[src/rtl/conv1d_param_loader_if.sv]
// Byte-stream and configuration-write bundle between the host/SPI side and the
// conv1d parameter loader.
interface conv1d_param_loader_if #(
  parameter int BW          = 8,
  parameter int COLUMN_LEN  = 13,
  parameter int NUM_FILTERS = 8
);
  localparam int VECTOR_BW = COLUMN_LEN * BW;
  localparam int ADDR_BW   = $clog2(NUM_FILTERS);
  localparam int BANK_BW   = 2;

  logic                 start_i;
  logic                 abort_i;
  logic [BW-1:0]        byte_i;
  logic                 byte_valid_i;
  logic                 byte_ready_o;
  logic                 wr_en_o;
  logic [BANK_BW-1:0]   rd_wr_bank_o;
  logic [ADDR_BW-1:0]   rd_wr_addr_o;
  logic [VECTOR_BW-1:0] wr_data_o;
  logic                 busy_o;
  logic                 done_o;

  // Host side: supplies the byte stream and control, observes the write port.
  modport master (
    output start_i, abort_i, byte_i, byte_valid_i,
    input  byte_ready_o, wr_en_o, rd_wr_bank_o, rd_wr_addr_o, wr_data_o,
           busy_o, done_o
  );

  // Loader side.
  modport slave (
    input  start_i, abort_i, byte_i, byte_valid_i,
    output byte_ready_o, wr_en_o, rd_wr_bank_o, rd_wr_addr_o, wr_data_o,
           busy_o, done_o
  );
endinterface

[src/rtl/conv1d_param_loader.sv]
// Assembles a byte stream into conv1d weight vectors (banks 0-2) and bias words
// (bank 3) and issues one configuration write per memory entry.
module conv1d_param_loader #(
  parameter int BW          = 8,
  parameter int COLUMN_LEN  = 13,
  parameter int NUM_FILTERS = 8,
  parameter int BIAS_BW     = 32
) (
  input logic                  clk_i,
  input logic                  rst_n_i,
  conv1d_param_loader_if.slave bus
);
  localparam int VECTOR_BW   = COLUMN_LEN * BW;
  localparam int ADDR_BW     = $clog2(NUM_FILTERS);
  localparam int BANK_BW     = 2;
  localparam int BYTE_CNT_BW = $clog2(COLUMN_LEN);
  localparam int BIAS_BYTES  = BIAS_BW / BW;

  localparam logic [BANK_BW-1:0]     BIAS_BANK      = BANK_BW'(3);
  localparam logic [ADDR_BW-1:0]     LAST_ADDR      = ADDR_BW'(NUM_FILTERS - 1);
  localparam logic [BYTE_CNT_BW-1:0] LAST_WEIGHT_CNT = BYTE_CNT_BW'(COLUMN_LEN - 1);
  localparam logic [BYTE_CNT_BW-1:0] LAST_BIAS_CNT   = BYTE_CNT_BW'(BIAS_BYTES - 1);

  typedef enum logic [1:0] {
    IDLE    = 2'd0,
    COLLECT = 2'd1,
    WRITE   = 2'd2,
    DONE    = 2'd3
  } state_t;

  state_t                 state_q, state_d;
  logic [BANK_BW-1:0]     bank_q;
  logic [ADDR_BW-1:0]     addr_q;
  logic [BYTE_CNT_BW-1:0] byte_cnt_q;
  logic [VECTOR_BW-1:0]   assembly_q;
  logic [VECTOR_BW-1:0]   assembly_merged;
  logic [BANK_BW-1:0]     wr_bank_q;
  logic [ADDR_BW-1:0]     wr_addr_q;
  logic [VECTOR_BW-1:0]   wr_data_q;

  logic byte_ready;
  logic byte_accept;
  logic last_byte;
  logic last_entry;
  logic wr_en;
  logic busy;
  logic done;

  // Bias entries are shorter, so the end-of-entry byte count depends on the bank.
  assign last_byte   = (bank_q == BIAS_BANK) ? (byte_cnt_q == LAST_BIAS_CNT)
                                             : (byte_cnt_q == LAST_WEIGHT_CNT);
  assign last_entry  = (bank_q == BIAS_BANK) && (addr_q == LAST_ADDR);
  assign byte_accept = byte_ready & bus.byte_valid_i;

  always_comb begin
    assembly_merged = assembly_q;
    assembly_merged[int'(byte_cnt_q) * BW +: BW] = bus.byte_i;
  end

  always_ff @(posedge clk_i or negedge rst_n_i) begin
    if (!rst_n_i) begin
      state_q <= IDLE;
    end else begin
      state_q <= state_d;
    end
  end

  // Abort wins over a same-cycle byte, so byte_ready drops while abort_i is high.
  always_comb begin
    state_d    = state_q;
    byte_ready = 1'b0;
    wr_en      = 1'b0;
    busy       = 1'b0;
    done       = 1'b0;
    unique case (state_q)
      IDLE: begin
        if (bus.start_i) begin
          state_d = COLLECT;
        end
      end
      COLLECT: begin
        busy       = 1'b1;
        byte_ready = ~bus.abort_i;
        if (bus.abort_i) begin
          state_d = IDLE;
        end else if (byte_accept && last_byte) begin
          state_d = WRITE;
        end
      end
      WRITE: begin
        busy  = 1'b1;
        wr_en = 1'b1;
        if (bus.abort_i) begin
          state_d = IDLE;
        end else if (last_entry) begin
          state_d = DONE;
        end else begin
          state_d = COLLECT;
        end
      end
      DONE: begin
        done    = 1'b1;
        state_d = IDLE;
      end
      default: begin
        state_d = IDLE;
      end
    endcase
  end

  // Write-port registers are loaded with the completed entry so they stay
  // stable through WRITE while the assembly register is recycled.
  always_ff @(posedge clk_i or negedge rst_n_i) begin
    if (!rst_n_i) begin
      bank_q     <= '0;
      addr_q     <= '0;
      byte_cnt_q <= '0;
      assembly_q <= '0;
      wr_bank_q  <= '0;
      wr_addr_q  <= '0;
      wr_data_q  <= '0;
    end else begin
      unique case (state_q)
        IDLE: begin
          if (bus.start_i) begin
            bank_q     <= '0;
            addr_q     <= '0;
            byte_cnt_q <= '0;
            assembly_q <= '0;
          end
        end
        COLLECT: begin
          if (byte_accept) begin
            assembly_q <= assembly_merged;
            byte_cnt_q <= byte_cnt_q + BYTE_CNT_BW'(1);
            if (last_byte) begin
              wr_data_q <= assembly_merged;
              wr_bank_q <= bank_q;
              wr_addr_q <= addr_q;
            end
          end
        end
        WRITE: begin
          byte_cnt_q <= '0;
          assembly_q <= '0;
          if (addr_q == LAST_ADDR) begin
            addr_q <= '0;
            bank_q <= bank_q + BANK_BW'(1);
          end else begin
            addr_q <= addr_q + ADDR_BW'(1);
          end
        end
        default: begin
        end
      endcase
    end
  end

  assign bus.byte_ready_o = byte_ready;
  assign bus.wr_en_o      = wr_en;
  assign bus.rd_wr_bank_o = wr_bank_q;
  assign bus.rd_wr_addr_o = wr_addr_q;
  assign bus.wr_data_o    = wr_data_q;
  assign bus.busy_o       = busy;
  assign bus.done_o       = done;

endmodule

[src/flat_wrapper.sv]
// flat-port wrapper written by rule: the top's interface ports become plain ports
module conv1d_param_loader_flat 
#(
  parameter int BW          = 8,
  parameter int COLUMN_LEN  = 13,
  parameter int NUM_FILTERS = 8,
  parameter int BIAS_BW     = 32
)
  (clk_i, rst_n_i, bus_start_i, bus_abort_i, bus_byte_i, bus_byte_valid_i, bus_byte_ready_o, bus_wr_en_o, bus_rd_wr_bank_o, bus_rd_wr_addr_o, bus_wr_data_o, bus_busy_o, bus_done_o);
  conv1d_param_loader_if #(.BW(BW), .COLUMN_LEN(COLUMN_LEN), .NUM_FILTERS(NUM_FILTERS)) bus_i ();
  input logic clk_i;
  input logic rst_n_i;
  input wire logic [$bits(bus_i.start_i)-1:0] bus_start_i;
  input wire logic [$bits(bus_i.abort_i)-1:0] bus_abort_i;
  input wire logic [$bits(bus_i.byte_i)-1:0] bus_byte_i;
  input wire logic [$bits(bus_i.byte_valid_i)-1:0] bus_byte_valid_i;
  output wire logic [$bits(bus_i.byte_ready_o)-1:0] bus_byte_ready_o;
  output wire logic [$bits(bus_i.wr_en_o)-1:0] bus_wr_en_o;
  output wire logic [$bits(bus_i.rd_wr_bank_o)-1:0] bus_rd_wr_bank_o;
  output wire logic [$bits(bus_i.rd_wr_addr_o)-1:0] bus_rd_wr_addr_o;
  output wire logic [$bits(bus_i.wr_data_o)-1:0] bus_wr_data_o;
  output wire logic [$bits(bus_i.busy_o)-1:0] bus_busy_o;
  output wire logic [$bits(bus_i.done_o)-1:0] bus_done_o;
  assign bus_i.start_i = bus_start_i;
  assign bus_i.abort_i = bus_abort_i;
  assign bus_i.byte_i = bus_byte_i;
  assign bus_i.byte_valid_i = bus_byte_valid_i;
  assign bus_byte_ready_o = bus_i.byte_ready_o;
  assign bus_wr_en_o = bus_i.wr_en_o;
  assign bus_rd_wr_bank_o = bus_i.rd_wr_bank_o;
  assign bus_rd_wr_addr_o = bus_i.rd_wr_addr_o;
  assign bus_wr_data_o = bus_i.wr_data_o;
  assign bus_busy_o = bus_i.busy_o;
  assign bus_done_o = bus_i.done_o;
  conv1d_param_loader #(.BW(BW), .COLUMN_LEN(COLUMN_LEN), .NUM_FILTERS(NUM_FILTERS), .BIAS_BW(BIAS_BW)) u_core (.clk_i(clk_i), .rst_n_i(rst_n_i), .bus(bus_i));
endmodule
[config.mk]
export PLATFORM = sky130hd
export DESIGN_NAME = conv1d_param_loader_flat
export DESIGN_NICKNAME = d
export VERILOG_FILES = /design/src/rtl/conv1d_param_loader_if.sv /design/src/rtl/conv1d_param_loader.sv /design/src/flat_wrapper.sv
export SDC_FILE = /design/constraint.sdc
export NUM_CORES = 1
export LEC_CHECK = 0
export ABC_AREA = 1
export BUFFER_PORTS_ARGS = -buffer_cell sky130_fd_sc_hd__buf_2
export CORE_ASPECT_RATIO = 0.5
export CORE_MARGIN = 2
export CORE_UTILIZATION = 30
export CTS_CLUSTER_DIAMETER = 100
export DETAILED_ROUTE_END_ITERATION = 8
export GPL_TIMING_DRIVEN = 0
export HOLD_SLACK_MARGIN = 0.1
export PLACE_DENSITY = 0.55
export SYNTH_ARGS = -nofsm -noshare
export SYNTH_HDL_FRONTEND = slang
export SYNTH_SLANG_ARGS = --single-unit
[constraint.sdc]
create_clock -name clk_i -period 6.8 [get_ports clk_i]
set_input_delay 0.34 -clock clk_i [delete_from_list [all_inputs] [get_ports clk_i]]
set_output_delay 0.34 -clock clk_i [all_outputs]
set_load 0.005 [all_outputs]
# ---- Word level (Yosys, flattened, before mapping)
# Cells that the tools add are included.
dict set report totals {
  register_bits 224
  input_bits 13
  output_inout_bits 113
  elab_cells 62
}
dict set report classes {
  addsub 4
  eq_ne 11
  shifts 2
  muxes 24
  n_bitwise 2
  reduce_logical 11
}
# operator n
set op_table {}
lappend op_table {{$pmux W104 S3} 1}
lappend op_table {{$mux W104} 2}
lappend op_table {{$bwmux W104} 1}
lappend op_table {{$shift A8 B33 Y104 const A} 1}
lappend op_table {{$shiftx A8 B33 Y104} 1}
lappend op_table {{$neg A7 Y33} 1}
lappend op_table {{$mux W2} 7}
lappend op_table {{$pmux W4 S3} 1}
lappend op_table {{$reduce_and A3 Y1} 3}
lappend op_table {{$mux W4} 2}
lappend op_table {{$pmux W2 S4} 1}
lappend op_table {{$eq A2 B2 Y1 const B} 3}
lappend op_table {{$mux W3} 2}
lappend op_table {{$pmux W3 S2} 1}
lappend op_table {{$mux W1} 5}
lappend op_table {{$add A4 B1 Y4 const B} 1}
lappend op_table {{$eq A4 B2 Y1 const B} 1}
lappend op_table {{$eq A4 B4 Y1 const B} 1}
lappend op_table {{$ne A2 B1 Y1 const B} 2}
lappend op_table {{$pmux W2 S2} 1}
lappend op_table {{$reduce_and A2 Y1} 2}
lappend op_table {{$add A3 B1 Y3 const B} 1}
lappend op_table {{$eq A3 B3 Y1 const B} 1}
lappend op_table {{$ne A3 B2 Y1 const B} 1}
lappend op_table {{other kinds (10)} 11}

# ---- Depth between registers and ports, before layout
# Gate-level depths: netlist of the first run.
dict set report depth {
  depth_word 7
  depth_mapped 13
  depth_no_buf 12
}

# ---- Worst setup path after synthesis of the first run
# OpenSTA, ideal clock, no wires.
dict set report synth_path {
  kind {flip-flop to flip-flop}
  start {register u_core.byte_cnt_q[0]}
  end {register u_core.wr_data_q[94], in the netlist u_core.bus.wr_data_o[94]}
  setup_ns 0.117
  t_arrival_ns 2.038
  t_required_ns 6.683
  path_slack_ns 4.645
  stages_incl_launch_ff 13
  path_buffers 2
  period_less_slack_ns 2.155
  cell_sequence {dfrtp_1 nor2_1 inv_1 nor2_1 ha_1 inv_1 clkbuf_1 nand2_1 buf_2 nand2_1 o21ai_1 nand2_1 nand2_1}
}
dict set report synth_via {
  elab_chain_len 3
  elab_cells_between_ends 8
  classes_between {add/sub (1); eq/ne (2); shift (2); mux (2); reduce/logical (1)}
}
# element line
set synth_lines {}
lappend synth_lines {{start: declaration} conv1d_param_loader.sv:34} ;# logic [BYTE_CNT_BW-1:0] byte_cnt_q;
lappend synth_lines {{start signal: assignment} conv1d_param_loader.sv:135} ;# byte_cnt_q <= byte_cnt_q + BYTE_CNT_BW'(1);
lappend synth_lines {{$neg A7 Y33, or another cell as far along} conv1d_param_loader.sv:57} ;# assembly_merged[int'(byte_cnt_q) * BW +: BW] = bus.byte_i;
lappend synth_lines {{$shiftx A8 B33 Y104, or another cell as far along} conv1d_param_loader.sv:57}
lappend synth_lines {{$bwmux W104 / $reduce_and A3 Y1 (equally long branches)} n/a}
lappend synth_lines {{end signal: assignment} conv1d_param_loader.sv:137} ;# wr_data_q <= assembly_merged;
lappend synth_lines {{end: declaration} conv1d_param_loader.sv:39} ;# logic [VECTOR_BW-1:0] wr_data_q;
# Parallel ways exist; a longest one is shown, timed or not.
# A chain may end at the register's enable or synchronous reset.

# ---- Worst setup path in the final report of the first run
dict set report layout_path {
  start {register u_core.byte_cnt_q[0]}
  end {register u_core.wr_data_q[88], in the netlist u_core.bus.wr_data_o[88]}
}
# The elaborated chain is that of the path after synthesis.

==> results of run 1 <==
[per-layer routing]
metal,up-vias,global-route usage,wire (um)
li1,4449,-,-
met1,4216,0.235,14100
met2,154,0.280,14200
met3,35,0.0325,1450
met4,0,0.0353,497
met5,-,0,0
[Yosys cell counts]
library cell | n | area (um^2)
xor2_1 | 1 | 8.76
clkbuf_2 | 1 | 5.00
nand3_1 | 127 | 636
nor2_4 | 3 | 33.8
o21ai_2 | 1 | 8.76
o21ai_0 | 30 | 150
nor4_4 | 1 | 21.3
ha_1 | 12 | 150
o21ai_1 | 85 | 425
buf_1 | 5 | 18.8
a21oi_1 | 7 | 35.0
nor2_1 | 30 | 113
nand4_4 | 1 | 21.3
buf_2 | 15 | 75.1
nand4_1 | 33 | 206
inv_2 | 6 | 22.5
buf_4 | 4 | 30.0
clkbuf_1 | 38 | 143
inv_1 | 106 | 398
o22ai_1 | 11 | 68.8
nand2_4 | 1 | 11.3
buf_6 | 1 | 11.3
nand2_2 | 1 | 6.26
dfrtp_1 | 224 | 5610
nor2_2 | 4 | 25.0
nand2_1 | 545 | 2050
nand3_2 | 5 | 50.1
[power groups by stage]
stage	registers [W]	logic, W	clock network [W]
after global placement	0.00145	0.00112	0
final	0.00143	0.00114	0.00144
after CTS	0.00142	0.00113	0.00147
after detailed placement	0.00145	0.00113	0
after floorplan	0.00144	0.000756	0
after global routing	0.00143	0.00126	0.00154
[final cells by class]
class / instances / area [um^2] / share of cell area
clock inverters: 12 / 201 / 0.0162
flip-flops and latches: 224 / 5610 / 0.451
repair buffers: 127 / 673 / 0.0542
plain buffers: 64 / 283 / 0.0228
inverters: 112 / 420 / 0.0339
multi-input cells: 898 / 4020 / 0.323
well taps: 441 / 552 / 0.0444
clock buffers: 30 / 664 / 0.0535
[metrics by stage]
step	std cells	cell area, um^2	hold slack (ns)	util
2_1_floorplan	1298	10300	0.0444	-
3_3_place_gp	1864	11500	0.460	0.344
3_5_place_dp	1865	11500	0.462	0.345
4_1_cts	1908	12400	0.190	0.371
5_1_grt	1908	12400	0.255	0.371
6_report	1908	12400	0.217	0.371
[cell families after synthesis]
group	after synthesis	synth area share
AND/OR/NAND/NOR	751	0.307
flip-flops	224	0.543
buffers and inverters	176	0.0681
AO/OA/AOI/OAI	134	0.0667
adder cells (fa/ha/maj)	12	0.0145
XOR/XNOR	1	0.000848
[worst paths after layout]
path / endpoint / startpoint / slack, ns / cells after the start
max: u_core.bus.wr_data_o[88]$_DFFE_PN0P_ / u_core.byte_cnt_q[0]$_DFFE_PN0P_ / 4.01 / 11
min: u_core.state_q[0]$_DFFE_PN0P_ / bus_abort_i / 0.22 / 6
max reg2reg: u_core.bus.wr_data_o[88]$_DFFE_PN0P_ / u_core.byte_cnt_q[0]$_DFFE_PN0P_ / 4.01 / 11
min reg2reg: u_core.bus.wr_data_o[88]$_DFFE_PN0P_ / u_core.bus.wr_data_o[88]$_DFFE_PN0P_ / 0.47 / 2
max in group asynchronous: u_core.assembly_q[80]$_DFFE_PN0P_ / rst_n_i / 5.27 / 3
min in group asynchronous: u_core.bus.wr_data_o[15]$_DFFE_PN0P_ / rst_n_i / 0.42 / 2
[critical path: cells and delay by family, from the launching register on]
family	cells	cell delay, ns
buffers and inverters	4	0.91
AND/OR/NAND/NOR	5	0.80
flip-flops	1	0.50
adder cells (fa/ha/maj)	1	0.31
AO/OA/AOI/OAI	1	0.21
[state kept, by name, summed over array words and instances, names as in the netlist]
register,flops
u_core.assembly_q,104
u_core.bus.wr_data_o,104
u_core.byte_cnt_q,4
u_core.addr_q,3
u_core.bus.rd_wr_addr_o,3
u_core.bank_q,2
u_core.bus.rd_wr_bank_o,2
u_core.state_q,2
[what timing repair did]
action                                 CTS  global route
buffers inserted                         0             0
endpoints found under the hold margin  106             0
hold buffers                             1             0
gates resized for setup                  0             0
==> impl_metrics.yaml, run 1 <==
placed_design:
  portBuffers: 125
  dp_hpwl_um: 22000
  gp_congestion: 0.880
  pre_cts_ws_ns: 4.07
cts:
  numCtsBuffers: 24
  clkTransAtPathRegs_ns: 0.06
  cts_buffer_depth: 3
  cts_tree: "done"
  root_buffer: "clkbuf_16"
  h-tree-depth: 1
  clock_sinks: 224
  clock_latency_ns: 0.53
layout:
  drive_above_1_share: 0.142
  nNetsFinal: 1476
  final_common_cell: "nand2_1"
  antenna_cells: 0
  nFillCells: 3456
  mostFrequentLayoutCells: "nand2_1, dfrtp_1, buf_2"
  area_delta_synth_final_pct: 20.3
sta:
  relSlewSlack: 0.421
  finalClockSkew_ns: 0.0117
  setup_viol: 0
  period_share: 0.411
  rsz0062_at_grt: "no"
  period_needed_ns: 2.79
  fmax_mhz: 358
  hold_viol: 0
  tightestPinTransition_ns: 0.868
  slew_viol_final: 0
  setup_slack_ns: 4.01
  tns_ns: 0
pwr:
  power.total_w: 0.00400
  clkPwrFrac: 0.359
  power_frac_comb: 0.284
  swShare: 0.373
  ir_drop_uv: 147
  switching_power_w: 0.00149
  power.density_nw_per_um2: 322
  seqPwrFrac: 0.356
  p_int_w: 0.00251
  p_leak_nw: 6.70
synth:
  syn_avg_cell_area_um2: 7.95
  synth_area_um2: 10300
  ys_ff_latch: 224
  ys_warn_count: 0
  seq_area_frac_synth: 0.543
  ys_types: 27
  syn_nets: 1323
  synthCells: 1298
route:
  drc: 0
  vias_per_cell: 4.64
  totalWireLength_um: 30200
  wl_per_cell_um: 15.8
  vias: 8854
  ant_nets: 0
  first_pass_iters: 7
  drtIter0Drc: 713
die:
  num_rows: 47
  ioPinCount: 126
  fp.coreArea_um2: 33500
  dieArea_um2: 36000
  initial_core_util: 0.309
  dieWidth_um: 266
  die_h_um: 135
run_status:
  status: "finished, final reports clean"
setup_path:
  slowest_stage: "dfrtp_1"
  path_cells: "nor2_1, inv_1, nor2_1, ha_1, inv_1, clkbuf_1, nand2_1, buf_2, o21ai_1, nand2_1, nand2_1"
  startpoint_type: "flip-flop"
  critPathKind: "flip-flop to flip-flop"
  end_kind: "flip-flop"
  cp_common_cell: "nand2_1"
  critPathArrivalTime_ns: 3.26
  cp_max_fo: 10
  max_stage_delay_ns: 0.50
  cp.required_ns: 7.27
hold_path:
  hp-class: "primary input to flip-flop"
grt:
  overflow: 0
  grt_max_degree: 119
  grt_pass1_wl_um: 48100
  antenna_found_initial: 0
  grt_use_total: 0.170
  grt_pass1_vias: 8635
run:
  cap_violations: 0
(Power assumes the default switching activity.)
==> run 2, diff against run 1 <==
--- a/config.mk
+++ b/config.mk
@@ -14,7 +14,7 @@
 export DETAILED_ROUTE_END_ITERATION = 8
 export GPL_TIMING_DRIVEN = 0
 export HOLD_SLACK_MARGIN = 0.1
-export PLACE_DENSITY = 0.55
+export PLACE_DENSITY = 0.56
 export SYNTH_ARGS = -nofsm -noshare
 export SYNTH_HDL_FRONTEND = slang
 export SYNTH_SLANG_ARGS = --single-unit
==> constraint.sdc (replaced) <==
create_clock -name clk_i -period 2.55 [get_ports clk_i]
set_input_delay 0.1275 -clock clk_i [delete_from_list [all_inputs] [get_ports clk_i]]
set_output_delay 0.1275 -clock clk_i [all_outputs]
set_load 0.005 [all_outputs]
==> run 2 against run 1 <==
  * Combinational power grew to 2.7 times the previous value
  * Via count grew 2.2%
  * Sequential share of layout area shrank 0.65 points
  * Non-clock buffer count grew 12
  * Design area grew 1.5%
  * Sequential cell count is the same
  * Core utilization grew 0.55 points
  * Die area is the same
  * Power grew to 2.7 times the previous value
  * Routed wire length grew 2.2%
  * Sequential power grew to 2.7 times the previous value
==> impl_metrics.yaml, run 2 (synthesis gave the netlist of run 1 again) <==
layout:
  nNetsFinal: 1488
  multi_input_area_um2: 4020
  antenna_cells: 0
  final_common_cell: "nand2_1"
  stdcell_count: 1922
  nFillCells: 3442
  area_delta_synth_final_pct: 22.0
  drive_above_1_share: 0.156
  design_area_um2: 12600
  regArea_um2: 5610
  mostFrequentLayoutCells: "nand2_1, dfrtp_1, buf_2"
die:
  dieWidth_um: 266
  ioPinCount: 126
  initial_core_util: 0.309
  num_rows: 47
  dieArea_um2: 36000
  fp.coreArea_um2: 33500
  die_h_um: 135
grt:
  overflow: 0
  grt_max_degree: 112
  antenna_found_initial: 0
  grt_pass1_vias: 8651
  grt_pass1_wl_um: 48200
  grt_use_total: 0.171
setup_path:
  critPathKind: "flip-flop to flip-flop"
  end_kind: "flip-flop"
  critPathArrivalTime_ns: 2.78
  max_stage_delay_ns: 0.47
  cp_max_fo: 10
  cp.required_ns: 2.96
  startpoint_type: "flip-flop"
  slowest_stage: "dfrtp_2"
  path_cells: "nor2_1, inv_1, nor2_1, ha_1, inv_1, clkbuf_2, clkbuf_2, nand4_1, nand3_1, nand2_1"
cts:
  h-tree-depth: 1
  root_buffer: "clkbuf_16"
  clock_latency_ns: 0.54
  clock_sinks: 224
  clkTransAtPathRegs_ns: 0.06
  cts_buffer_depth: 3
  cts_tree: "done"
  numCtsBuffers: 24
  cts_setup_buffers: 0
placed_design:
  gp_congestion: 0.871
  dp_hpwl_um: 22000
  dp.cells: 1866
  postPlaceCellArea_um2: 11600
  portBuffers: 125
pwr:
  p_int_w: 0.00673
  seqPwrFrac: 0.354
  clkPwrFrac: 0.356
  power_frac_comb: 0.290
  p_leak_nw: 6.83
  swShare: 0.373
  ir_drop_uv: 500
  switching_power_w: 0.00400
  power.density_nw_per_um2: 852
route:
  ant_nets: 0
  met3_length_um: 1490
  totalWireLength_um: 30900
  dr_wl_met2_um: 14300
  m1WireLength_um: 14300
  wl_per_cell_um: 16.1
  first_pass_iters: 5
  drc: 0
  highest_layer: "met4"
  vias_per_cell: 4.71
  drtIter0Drc: 752
  vias: 9049
sta:
  fmax_mhz: 422
  setup_viol: 0
  period_share: 0.929
  period_needed_ns: 2.37
  finalClockSkew_ns: 0.0245
  hold_viol: 0
  rsz0062_at_grt: "no"
  tightestPinTransition_ns: 0.742
  tns_ns: 0
  slew_viol_final: 0
  relSlewSlack: 0.504
hold_path:
  hp-class: "primary input to flip-flop"
run_status:
  status: "finished, final reports clean"
run:
  cap_violations: 0
run 2: cell types whose count changed in the layout (fill, tap and decap cells not counted), moves of 2 or more:
cell and change:
bufinv_16 -2, dlygate4sd3_1 +11, nand2_1 -2, clkinv_4 -3
clkbuf_2 +18, buf_1 -4, clkinvlp_4 -2, nand2_2 +2
clkbuf_1 -12, clkbuf_8 +7
run 2: stage by stage:
| step | utilization | total power, W | worst slack, ns | hold slack (ns) |
|---|---|---|---|---|
| after floorplan | - | 0.00585 | 0.395 | -0.168 |
| after global placement | 0.344 | 0.00685 | -2.78 | 0.459 |
| after detailed placement | 0.346 | 0.00688 | -0.151 | 0.0602 |
| after CTS | 0.376 | 0.0107 | -0.0429 | 0.338 |
| after global routing | 0.377 | 0.0113 | 0.00330 | 0.232 |
| final | 0.377 | 0.0107 | 0.182 | 0.196 |
run 2: power by group through the flow:
stage | Combinational (W) | Sequential [W] | Clock, W
final | 0.00311 | 0.00380 | 0.00382
after global routing | 0.00341 | 0.00382 | 0.00403
after CTS | 0.00305 | 0.00380 | 0.00389
after detailed placement | 0.00302 | 0.00386 | 0
after global placement | 0.00298 | 0.00386 | 0
after floorplan | 0.00202 | 0.00384 | 0
run 2: path summary, 6_finish.rpt:
| kind | cells after the start | slack, ns | to | start |
|---|---|---|---|---|
| worst max-delay path | 10 | 0.18 | u_core.bus.wr_data_o[101]$_DFFE_PN0P_ | u_core.byte_cnt_q[0]$_DFFE_PN0P_ |
| worst min-delay path | 5 | 0.20 | u_core.assembly_q[40]$_DFFE_PN0P_ | bus_byte_valid_i |
| worst max register to register | 10 | 0.18 | u_core.bus.wr_data_o[101]$_DFFE_PN0P_ | u_core.byte_cnt_q[0]$_DFFE_PN0P_ |
| worst min register to register | 2 | 0.47 | u_core.bus.wr_data_o[20]$_DFFE_PN0P_ | u_core.bus.wr_data_o[20]$_DFFE_PN0P_ |
| max in group asynchronous | 5 | 0.93 | u_core.bus.wr_data_o[21]$_DFFE_PN0P_ | rst_n_i |
| min in group asynchronous | 3 | 0.54 | u_core.bus.wr_data_o[60]$_DFFE_PN0P_ | rst_n_i |
run 2: timing repair:
item / CTS / global route
hold buffers: 13 / 0
resized for setup: 1 / 34
hold endpoints to repair: 177 / 0
setup endpoints to repair: 56 / 146
run 2: cell type report:
type	instances	share of cell area
Sequential cell	224	0.445
Clock inverter	4	0.00755
Multi-Input combinational cell	898	0.319
Timing Repair Buffer	140	0.0659
Inverter	112	0.0334
Tap cell	441	0.0438
Buffer	63	0.0239
Clock buffer	40	0.0613
run 2: worst max-delay path: cells and delay by family (launching register included):
kind,cells,cell delay (ns)
buffers and inverters,4,0.75
DFF,1,0.47
and+or+nand+nor,5,0.70
adders and majority gates,1,0.31
run 2: routing by layer:
layer	vias to the layer above	global-route usage
met5	-	0
met1	4317	0.237
met3	52	0.0340
met4	0	0.0478
li1	4473	-
met2	207	0.273
==> run 3, diff against run 2 <==
--- a/config.mk
+++ b/config.mk
@@ -12,9 +12,9 @@
 export CORE_UTILIZATION = 30
 export CTS_CLUSTER_DIAMETER = 100
 export DETAILED_ROUTE_END_ITERATION = 8
-export GPL_TIMING_DRIVEN = 0
+export GPL_TIMING_DRIVEN = 1
 export HOLD_SLACK_MARGIN = 0.1
-export PLACE_DENSITY = 0.56
+export PLACE_DENSITY = 0.55
 export SYNTH_ARGS = -nofsm -noshare
 export SYNTH_HDL_FRONTEND = slang
 export SYNTH_SLANG_ARGS = --single-unit
==> constraint.sdc (replaced) <==
create_clock -name clk_i -period 2.4 [get_ports clk_i]
set_input_delay 0.12 -clock clk_i [delete_from_list [all_inputs] [get_ports clk_i]]
set_output_delay 0.12 -clock clk_i [all_outputs]
set_load 0.005 [all_outputs]
==> run 3 against run 2 <==
  * Via count is 4.0% lower
  * Combinational power is 6% higher
  * Core utilization is 0.43 points lower
  * Power is 0.46% higher
  * Largest power group is now registers
  * Clock-buffer cell count is 8 lower
  * Sequential power is 5.8% higher
  * Critical endpoint is now u_core.assembly_q[74]$_DFFE_PN0P_
  * Largest cell class unchanged
==> impl_metrics.yaml, run 3 (synthesis gave the netlist of run 1 again) <==
setup_path:
  max_stage_delay_ns: 0.44
  slowest_stage: "dfrtp_1"
  cp.required_ns: 2.84
  critPathKind: "flip-flop to flip-flop"
  critPathArrivalTime_ns: 2.68
  path_cells: "nor2_1, inv_1, nor2_1, ha_2, inv_1, nand2_1, o21ai_1, nand2_1, nand2_1"
  cp_max_fo: 16
  crit_family: "simple AND/OR/NAND/NOR gates"
  startpoint_type: "flip-flop"
  end_kind: "flip-flop"
  crit_buf_inv: 2
  cp_common_cell: "nand2_1"
run:
  cap_violations: 0
sta:
  finalClockSkew_ns: 0.0210
  rsz0062_at_grt: "yes"
  setup_slack_ns: 0.166
  fmax_mhz: 448
  slew_viol_final: 0
  setup_viol: 0
  period_share: 0.931
  relSlewSlack: 0.572
  hold_viol: 0
  tightestPinTransition_ns: 0.642
  period_needed_ns: 2.23
layout:
  area_delta_synth_final_pct: 20.6
  final_common_cell: "nand2_1"
  multi_input_area_um2: 4040
  stdcell_count: 1886
  mostFrequentLayoutCells: "nand2_1, dfrtp_1, nand3_1"
  drive_above_1_share: 0.152
  regArea_um2: 5610
  antenna_cells: 0
  nNetsFinal: 1456
  nFillCells: 3460
cts:
  clkTransAtPathRegs_ns: 0.06
  h-tree-depth: 1
  numCtsBuffers: 23
  cts_tree: "done"
  root_buffer: "clkbuf_16"
  clock_sinks: 224
  cts_buffer_depth: 3
  clock_latency_ns: 0.52
die:
  dieArea_um2: 36000
  fp.coreArea_um2: 33500
  dieWidth_um: 266
  initial_core_util: 0.309
  die_h_um: 135
  num_rows: 47
  ioPinCount: 126
route:
  drc: 0
  drtIter0Drc: 607
  first_pass_iters: 5
  totalWireLength_um: 28400
  vias: 8688
  ant_nets: 0
  vias_per_cell: 4.61
  wl_per_cell_um: 15.0
pwr:
  power.total_w: 0.0108
  p_leak_nw: 6.75
  ir_drop_uv: 450
  power.density_nw_per_um2: 865
placed_design:
  dp_hpwl_um: 19300
  portBuffers: 125
  pre_cts_ws_ns: 0.193
  dp.cells: 1831
  gp_congestion: 0.780
grt:
  grt_max_degree: 83
  grt_pass1_vias: 8233
  overflow: 0
  grt_pass1_wl_um: 45400
  antenna_found_initial: 0
  grt_use_total: 0.157
hold_path:
  hp-class: "primary input to asynchronous set/reset pin"
run_status:
  status: "finished, final reports clean"
==> run 3: changes by cell type in the layout (fill, tap and decap cells not counted), sizes merged <==
cell,before,now
clkbuf,82,32
buf,149,161
clkinv,1,5
bufinv,3,1
clkinvlp,0,1
dlygate4sd3,12,11
==> run 3: where the power goes <==
part           switching, W  total (W)  internal [W]
logic               0.00243    0.00330      0.000870
registers          0.000103    0.00402       0.00392
clock network       0.00150    0.00346       0.00196
total               0.00403     0.0108       0.00675
==> run 3: metal layers <==
metal	track usage	routed length, um	vias up
li1	-	-	4393
met1	0.219	13200	4127
met2	0.255	13400	128
met3	0.0302	1180	40
met4	0.0334	526	0
met5	0	0	-
==> run 3: worst paths after layout <==
check,depth (start not counted),slack (ns),from,to
hold / removal,2,0.21,rst_n_i,u_core.bus.wr_data_o[40]$_DFFE_PN0P_
setup / recovery,9,0.17,u_core.byte_cnt_q[1]$_DFFE_PN0P_,u_core.assembly_q[74]$_DFFE_PN0P_
max in group asynchronous,3,1.47,rst_n_i,u_core.bus.wr_data_o[39]$_DFFE_PN0P_
hold reg to reg,2,0.47,u_core.bus.wr_data_o[89]$_DFFE_PN0P_,u_core.bus.wr_data_o[89]$_DFFE_PN0P_
min in group clk_i,7,0.27,bus_byte_valid_i,u_core.byte_cnt_q[2]$_DFFE_PN0P_
setup reg to reg,9,0.17,u_core.byte_cnt_q[1]$_DFFE_PN0P_,u_core.assembly_q[74]$_DFFE_PN0P_
==> run 3: final cells by class <==
cell class / count / area share
Sequential cell: 224 / 0.450
Tap cell: 441 / 0.0443
Timing Repair Buffer: 172 / 0.0916
Inverter: 112 / 0.0337
Clock buffer: 32 / 0.0513
Clock inverter: 7 / 0.00502
Multi-Input combinational cell: 898 / 0.324
==> run 3: through the flow <==
step,TNS (ns),util,instance area [um^2],hold slack [ns]
floorplan,0,-,10300,-0.176
global placement,0,0.346,11600,0.176
detailed placement,0,0.346,11600,0.174
CTS,0,0.370,12400,0.215
global route,-1.34,0.372,12500,0.249
finish,0,0.372,12500,0.206
==> run 3: what timing repair did <==
| action | 4_1_cts | 5_1_grt |
|---|---|---|
| hold endpoints to repair | 123 | 0 |
| setup buffers | 0 | 5 |
| hold buffers | 11 | 0 |
| setup endpoints to repair | 0 | 61 |
| resized for setup | 0 | 2 |
